## config.mk

```make
export PLATFORM = sky130hd
export DESIGN_NAME = truth_table_sweeper
export DESIGN_NICKNAME = d
export VERILOG_FILES = /design/src/rtl/truth_table_sweeper.sv
export SDC_FILE = /design/constraint.sdc
export NUM_CORES = 1
export LEC_CHECK = 0
export BUFFER_PORTS_ARGS = -buffer_cell sky130_fd_sc_hd__buf_4
export CORE_AREA = 2 2 74 76
export CTS_CLUSTER_DIAMETER = 60
export CTS_CLUSTER_SIZE = 20
export DETAILED_ROUTE_END_ITERATION = 16
export DIE_AREA = 0 0 76 78
export PLACE_DENSITY = 0.78
export SETUP_SLACK_MARGIN = 0.15
export SKIP_CTS_REPAIR_TIMING = 1
export SYNTH_ARGS = -nofsm -noshare
export SYNTH_HDL_FRONTEND = slang
export SYNTH_SLANG_ARGS = --single-unit
export TNS_END_PERCENT = 1
```

## constraint.sdc

```tcl
create_clock -name clk -period 9.4 [get_ports clk]
set_clock_uncertainty 0.15 [all_clocks]
set_input_delay 0.47 -clock clk [delete_from_list [all_inputs] [get_ports clk]]
set_output_delay 0.47 -clock clk [all_outputs]
set_load 0.02 [all_outputs]
```

## src/rtl/truth_table_sweeper.sv

```systemverilog
// Drives a 4-input gate through all 16 vectors and assembles its truth table.
// Compares the measured table against an expected function latched at start.
module truth_table_sweeper #(
    parameter int unsigned SETTLE = 2
) (
    input  logic        clk,
    input  logic        rst_n,
    input  logic        i_start,
    input  logic [15:0] i_expected,
    output logic [3:0]  o_dut_in,
    input  logic        i_dut_out,
    output logic        o_busy,
    output logic        o_done,
    output logic        o_pass,
    output logic [15:0] o_table,
    output logic [4:0]  o_mismatch_count,
    output logic [3:0]  o_first_fail_idx
);

    typedef enum logic [1:0] {
        S_IDLE,
        S_DRIVE,
        S_SAMPLE,
        S_FIN
    } state_t;

    localparam logic [3:0] CNT_LAST = 4'(SETTLE - 1);

    state_t      r_state;
    logic [15:0] r_exp;
    logic [3:0]  r_idx;
    logic [3:0]  r_cnt;
    logic        r_busy;
    logic        r_done;
    logic        r_pass;
    logic [15:0] r_table;
    logic [4:0]  r_mis;
    logic [3:0]  r_ffi;

    logic        w_miss;
    logic [4:0]  w_mis_next;

    assign w_miss     = i_dut_out != r_exp[r_idx];
    assign w_mis_next = r_mis + {4'd0, w_miss};

    always_ff @(posedge clk or negedge rst_n) begin
        if (!rst_n) begin
            r_state <= S_IDLE;
            r_exp   <= '0;
            r_idx   <= '0;
            r_cnt   <= '0;
            r_busy  <= 1'b0;
            r_done  <= 1'b0;
            r_pass  <= 1'b0;
            r_table <= '0;
            r_mis   <= '0;
            r_ffi   <= '0;
        end else begin
            unique case (r_state)
                S_IDLE: begin
                    r_done <= 1'b0;
                    if (i_start) begin
                        r_exp   <= i_expected;
                        r_table <= '0;
                        r_mis   <= '0;
                        r_ffi   <= '0;
                        r_pass  <= 1'b0;
                        r_idx   <= '0;
                        r_cnt   <= '0;
                        r_busy  <= 1'b1;
                        r_state <= S_DRIVE;
                    end
                end
                S_DRIVE: begin
                    r_cnt <= r_cnt + 4'd1;
                    if (r_cnt == CNT_LAST) begin
                        r_state <= S_SAMPLE;
                    end
                end
                S_SAMPLE: begin
                    r_table[r_idx] <= i_dut_out;
                    r_mis          <= w_mis_next;
                    if (w_miss && r_mis == 5'd0) begin
                        r_ffi <= r_idx;
                    end
                    // pass must be visible alongside done, so use the next count
                    if (r_idx == 4'd15) begin
                        r_busy  <= 1'b0;
                        r_done  <= 1'b1;
                        r_pass  <= (w_mis_next == 5'd0);
                        r_state <= S_FIN;
                    end else begin
                        r_idx   <= r_idx + 4'd1;
                        r_cnt   <= '0;
                        r_state <= S_DRIVE;
                    end
                end
                S_FIN: begin
                    r_done  <= 1'b0;
                    r_idx   <= '0;
                    r_state <= S_IDLE;
                end
                default: begin
                    r_state <= S_IDLE;
                end
            endcase
        end
    end

    assign o_dut_in         = r_idx;
    assign o_busy           = r_busy;
    assign o_done           = r_done;
    assign o_pass           = r_pass;
    assign o_table          = r_table;
    assign o_mismatch_count = r_mis;
    assign o_first_fail_idx = r_ffi;

endmodule

```

Yosys cells after proc, flatten, opt, wreduce, memory -nomap -nowiden
Index checks and enable logic that the tools add are counted.
{"block": "word_totals", "register_bits": 54, "latchBits": 0, "ramBits": 0, "romBits": 0, "input_bits": 20, "out_inout_bits": 32, "wordCells": 72, "n_memories": 0}
{"block": "classes", "add_sub_neg": 3, "mul": 0, "div": 0, "order_cmp": 2, "n_eq_ne": 11, "n_shift": 0, "mux": 28, "bitwise": 0, "reduce_logical": 18}
{"cell": "16-bit case mux with 2 select lines", "n": 1}
{"cell": "4-bit case mux with 3 select lines", "n": 2}
{"cell": "16-bit bitwise mux", "n": 1}
{"cell": "16-bit two-way mux", "n": 1}
{"cell": "4-bit two-way mux", "n": 4}
{"cell": "3-bit AND reduction", "n": 4}
{"cell": "5-bit zero test", "n": 2}
{"cell": "2-bit inequality test (second input constant)", "n": 5}
{"cell": "5-bit case mux with 2 select lines", "n": 1}
{"cell": "4-bit by 1-bit adder with 4-bit output (second input constant)", "n": 2}
{"cell": "2-bit case mux with 4 select lines", "n": 1}
{"cell": "4-bit case mux with 2 select lines", "n": 1}
{"cell": "2-bit AND reduction", "n": 4}
{"cell": "1-bit two-way mux", "n": 7}
{"cell": "2-bit two-way mux", "n": 3}
{"cell": "1-bit case mux with 2 select lines", "n": 3}
{"cell": "3-bit nonzero test", "n": 2}
{"cell": "5-bit by 1-bit adder with 5-bit output", "n": 1}
{"cell": "4-bit by 5-bit less-than comparator with 1-bit output (second input constant)", "n": 1}
{"cell": "5-bit two-way mux", "n": 1}
{"cell": "1-bit binary-select mux with 4-bit select", "n": 1}
{"cell": "1-bit demux with 4-bit select", "n": 1}
{"cell": "2-bit equality test (second input constant)", "n": 2}
{"cell": "4-bit by 1-bit equality test with 1-bit output (second input constant)", "n": 1}
{"cell": "8 further kinds", "n": 10}

Logic depth before layout (Yosys ltp)
{"block": "logic_depth", "word_depth": 7, "depth_mapped": 12, "depth_no_buf": 11}

Least setup slack after synthesis
OpenSTA, ideal clock, no wires.
{"block": "synth_timing", "path_type": "register -> register", "startpoint": "reg r_idx[0] (netlist: o_dut_in[0])", "endpoint": "reg r_pass (netlist: o_pass)", "setup_time_ns": 0.077, "t_arrival_ns": 2.954, "t_required_ns": 9.173, "slack_ns": 6.219, "stages_incl_launch_ff": 12, "path_buffers": 1, "period_less_slack_ns": 3.181, "path_cell_list": "dfrtp_1 buf_6 mux4_2 a22oi_2 a21oi_1 or2_1 ha_1 ha_1 or4_1 nor3_1 a21oi_1 o21ai_1"}
{"block": "synth_between", "elab_chain_len": 7, "word_cells_on_any_way": 10, "cone_classes": "1 x add/sub; 3 x eq/ne; 4 x mux; 2 x reduce/logical"}
{"item": "from (decl)", "line": "31", "text": "logic [3:0] r_idx;"}
{"item": "from (signal assigned)", "line": "93", "text": "r_idx <= r_idx + 4'd1;"}
{"item": "1-bit binary-select mux with 4-bit select", "line": "43", "text": "assign w_miss = i_dut_out != r_exp[r_idx];"}
{"item": "1-bit two-way mux (implied by the code)", "line": "43"}
{"item": "1-bit inequality test", "line": "43"}
{"item": "5-bit by 1-bit adder with 5-bit output", "line": "44", "text": "assign w_mis_next = r_mis + {4'd0, w_miss};"}
{"item": "5-bit zero test", "line": "90", "text": "r_pass <= (w_mis_next == 5'd0);"}
{"item": "1-bit two-way mux", "line": "87", "text": "if (r_idx == 4'd15) begin"}
{"item": "1-bit case mux with 2 select lines", "line": "59", "text": "unique case (r_state)"}
{"item": "to (signal assigned)", "line": "90"}
{"item": "to (decl)", "line": "35", "text": "logic r_pass;"}
Parallel ways exist; a longest one is shown, timed or not. The select of a mux whose other input is x is not followed.
A chain may end at the register's enable or synchronous reset.

Worst setup path in the final report
Ends and elaborated chain as after synthesis.

==> impl_metrics.prom <==
# TYPE chip_impl_metric gauge
chip_impl_info{name="run_status",value="complete, no violations"} 1
chip_impl_info{name="synth_top_cells_by_area",value="dfrtp_1 (49%), mux2_2 (6.5%), nand2_1 (5.7%)"} 1
chip_impl_metric{name="peak_supply_drop",unit="mV"} 0.102
chip_impl_info{name="worst-setup-path-type",value="flip-flop to flip-flop"} 1
chip_impl_metric{name="layout-drive-gt1-share",unit=""} 0.278
chip_impl_metric{name="cp.arrival",unit="ns"} 3.42
chip_impl_metric{name="postSynth.asyncResetShare",unit=""} 1.00
chip_impl_metric{name="cp_max_fo",unit=""} 9
chip_impl_metric{name="pin_count_of_the_biggest_net_entering_global_routing",unit=""} 55
chip_impl_metric{name="post_synth_fa_ha_maj_area_fraction",unit=""} 0.0545
chip_impl_info{name="netlist.top_cell.by_area",value="dfrtp_1"} 1
chip_impl_metric{name="dieArea",unit="µm²"} 5930
chip_impl_metric{name="finalPower",unit="mW"} 0.560
chip_impl_metric{name="routed_wire_length_per_instance",unit="µm"} 15.6
chip_impl_metric{name="synth_compound_gate_area_share",unit=""} 0.170
chip_impl_info{name="worst_setup_path_end_kind",value="flip-flop"} 1
chip_impl_metric{name="switching_share",unit=""} 0.312
chip_impl_metric{name="post_synth_instance_area",unit="µm²"} 2750
chip_impl_metric{name="power_report.internal_total",unit="mW"} 0.385
chip_impl_metric{name="clk_pin_slew",unit="ns"} 0.10
chip_impl_metric{name="detailed_place.area",unit="µm²"} 3150
chip_impl_info{name="worst_setup_path_start_kind",value="flip-flop"} 1
chip_impl_metric{name="ant_nets",unit=""} 0
chip_impl_info{name="predominant_post_synthesis_flop_cell",value="dfrtp_1"} 1
chip_impl_metric{name="grt_antenna_before_repair",unit=""} 0
chip_impl_metric{name="netlist.area_leader.share",unit=""} 0.491
chip_impl_metric{name="rows",unit=""} 26
chip_impl_metric{name="die_height",unit="µm"} 78
chip_impl_info{name="min-delay-path-class",value="input port to async pin"} 1
chip_impl_metric{name="areaGrowthSynthToFinish",unit="%"} 18.2
chip_impl_metric{name="post_synth_xor_area_fraction",unit=""} 0.0159
chip_impl_metric{name="placeable_core_region",unit="µm²"} 5040
chip_impl_metric{name="grt_first_pass_wirelength",unit="µm"} 9890
chip_impl_metric{name="port_buffers",unit=""} 51
chip_impl_metric{name="number_of_pins_exceeding_their_max_slew_limit_in_the_final_report",unit=""} 0
chip_impl_metric{name="cts_max_level",unit=""} 2
chip_impl_metric{name="final_wl",unit="µm"} 5970
chip_impl_metric{name="final_period_demand_of_the_worst_path",unit="ns"} 3.34
chip_impl_info{name="final_common_cell",value="dfrtp_1"} 1
chip_impl_metric{name="max-clock-path-buffers",unit=""} 2
chip_impl_metric{name="fraction_of_power_consumed_by_the_clock_network",unit=""} 0.251
chip_impl_info{name="combinational_family_with_the_most_area_after_synthesis",value="compound AO/OA/AOI/OAI gates"} 1
chip_impl_metric{name="final_area",unit="µm²"} 3250
chip_impl_info{name="final_cell_mix",value="dfrtp_1 (54), buf_4 (51), nand2_1 (42)"} 1
chip_impl_metric{name="grt_util_all_layers",unit=""} 0.207
chip_impl_metric{name="num-nets-final",unit=""} 344
chip_impl_metric{name="route.vias.total",unit=""} 2166
chip_impl_metric{name="synth_seq_cells",unit=""} 54
chip_impl_metric{name="global_route.overflow_total",unit=""} 0
chip_impl_metric{name="setup-tns-final",unit="ns"} 0
chip_impl_metric{name="diodes",unit=""} 0
chip_impl_metric{name="synth_enable_flop_cells",unit=""} 0
chip_impl_metric{name="pin_count",unit=""} 52
chip_impl_metric{name="netlist-cell-type-count",unit=""} 42
chip_impl_metric{name="gpl.final_weighted_congestion",unit=""} 0.792
chip_impl_metric{name="post_synth.cell_area_avg",unit="µm²"} 10.2
chip_impl_metric{name="synth-simple-area-share",unit=""} 0.129
chip_impl_metric{name="seq_power_share",unit=""} 0.505
chip_impl_metric{name="initial_core_util",unit=""} 0.546
chip_impl_metric{name="setup_viol",unit=""} 0
chip_impl_metric{name="drt_drc_violations_left",unit=""} 0
chip_impl_metric{name="clock.fmax",unit="MHz"} 300
chip_impl_metric{name="cts_sinks",unit=""} 54
chip_impl_metric{name="drt-initial-drc-count",unit=""} 159
chip_impl_metric{name="synthesis.yosys.warnings",unit=""} 0
chip_impl_metric{name="synth_cells",unit=""} 270
chip_impl_info{name="clock_tree_from_tritoncts",value="yes"} 1
chip_impl_metric{name="timing_worst_slew_pin_value",unit="ns"} 0.849
chip_impl_metric{name="drv.max_cap_violation_count",unit=""} 0
chip_impl_metric{name="detailed_place_hpwl",unit="µm"} 4250
chip_impl_info{name="cts_root_buffer",value="clkbuf_8"} 1
chip_impl_metric{name="p_leak",unit="nW"} 1.55
chip_impl_metric{name="power_density",unit="nW/µm²"} 172
chip_impl_info{name="setup_repair_after_global_routing_missed_its_margin",value="no"} 1
chip_impl_metric{name="required",unit="ns"} 9.49
chip_impl_metric{name="drt-pass1-iter-count",unit=""} 4
chip_impl_metric{name="worst_slew_margin_rel",unit=""} 0.432
chip_impl_metric{name="via_count_of_the_first_global_routing_pass",unit=""} 2068
chip_impl_metric{name="clock_latency",unit="ns"} 0.31
chip_impl_metric{name="seq_area_frac_synth",unit=""} 0.491
chip_impl_metric{name="synth_fp_nets",unit=""} 302
chip_impl_metric{name="detail_route.vias_per_cell",unit=""} 5.66
chip_impl_metric{name="comb_power_share",unit=""} 0.245
chip_impl_metric{name="cts_inserted_buffers",unit=""} 5
chip_impl_metric{name="muxShareOfSynthArea",unit=""} 0.102
chip_impl_metric{name="timing_hold_violations_final",unit=""} 0
chip_impl_metric{name="netSwitchingPower",unit="mW"} 0.174
chip_impl_metric{name="die_width",unit="µm"} 76
chip_impl_metric{name="fin_crit_sh",unit=""} 0.355
layout make-up:
| type | instances | area (µm²) |
|---|---|---|
| Sequential cell | 54 | 1350 |
| Tap cell | 70 | 87.6 |
| Clock buffer | 7 | 96.3 |
| Multi-Input combinational cell | 192 | 1300 |
| Timing Repair Buffer | 51 | 383 |
| Clock inverter | 1 | 8.76 |
| Fill cell | 415 | 1790 |
| Inverter | 8 | 30.0 |
layer usage:
metal,track usage,up-vias,wire (µm)
li1,-,1042,-
met2,0.332,77,2840
met5,0,-,0
met4,0.0655,0,72
met1,0.280,1039,2690
met3,0.0512,8,355
final timing paths:
path / from / end / slack, ns / cells after the start
setup / recovery: o_dut_in[0] / o_pass / 6.06 / 11
hold / removal: rst_n / r_cnt[2] / 0.04 / 1
setup reg to reg: o_dut_in[0] / o_pass / 6.06 / 11
hold reg to reg: o_table[2] / o_table[2] / 0.35 / 2
max in group asynchronous: rst_n / o_table[4] / 8.61 / 1
min in group clk: i_expected[7] / r_exp[7] / 0.24 / 2
power by group through the flow:
stage	Combinational [mW]	Clock (mW)	Sequential (mW)
6_report	0.137	0.140	0.283
5_1_grt	0.149	0.154	0.286
4_1_cts	0.139	0.146	0.282
3_3_place_gp	0.131	0	0.286
2_1_floorplan	0.0457	0	0.311
3_5_place_dp	0.137	0	0.286
cell usage after synthesis, types with 2 or more instances:
cell type  instances
a22o_1             3
nor2_1            11
and3_1             5
o21ai_1            4
or4_1              2
xor2_1             4
nor3_1             3
dfrtp_1           54
nand2b_1           2
o21ai_0           24
mux4_2             4
a21oi_1           25
o211ai_1           4
o31ai_1            3
nor2b_1            3
a22oi_2            2
nand2_1           42
o22ai_1            4
clkbuf_1          10
buf_2              5
ha_1              12
nand3_1            3
mux2_2            16
inv_1              7
registers in the layout, summed over array words and instances, names as in the netlist:
name,cells
r_exp,16
o_first_fail_idx,4
o_pass,1
o_done,1
r_state,2
r_cnt,4
o_busy,1
o_mismatch_count,5
o_dut_in,4
o_table,16
critical path, cell delays in order (launching register included):
cell and delay [ns]:
dfrtp_1 0.58, mux4_2 0.56, a22oi_2 0.19, a21oi_1 0.13, or2_1 0.24, ha_1 0.20
ha_1 0.26, xor2_1 0.17, or4_1 0.42, nor3_1 0.18, a21oi_1 0.06, o21ai_1 0.12
cells by family (layout without fill, tap and decap cells):
group,count (synthesis),after routing
AO/OA/AOI/OAI,77,77
XOR/XNOR,5,5
adder cells (fa/ha/maj),12,12
buffers and inverters,24,67
flip-flops,54,54
multiplexers,21,21
AND/OR/NAND/NOR,77,77
stage by stage:
stage | hold slack [ns] | util | cells | worst slack, ns
after CTS | 0.0649 | 0.645 | 383 | 6.04
after global routing | 0.0940 | 0.645 | 383 | 5.87
final | 0.0405 | 0.645 | 383 | 6.06
after floorplan | 0.0244 | - | 270 | 6.22
after detailed placement | 0.335 | 0.625 | 375 | 6.08
after global placement | 0.332 | 0.625 | 375 | 6.20
No activity file was read; power rests on OpenSTA's default activity.
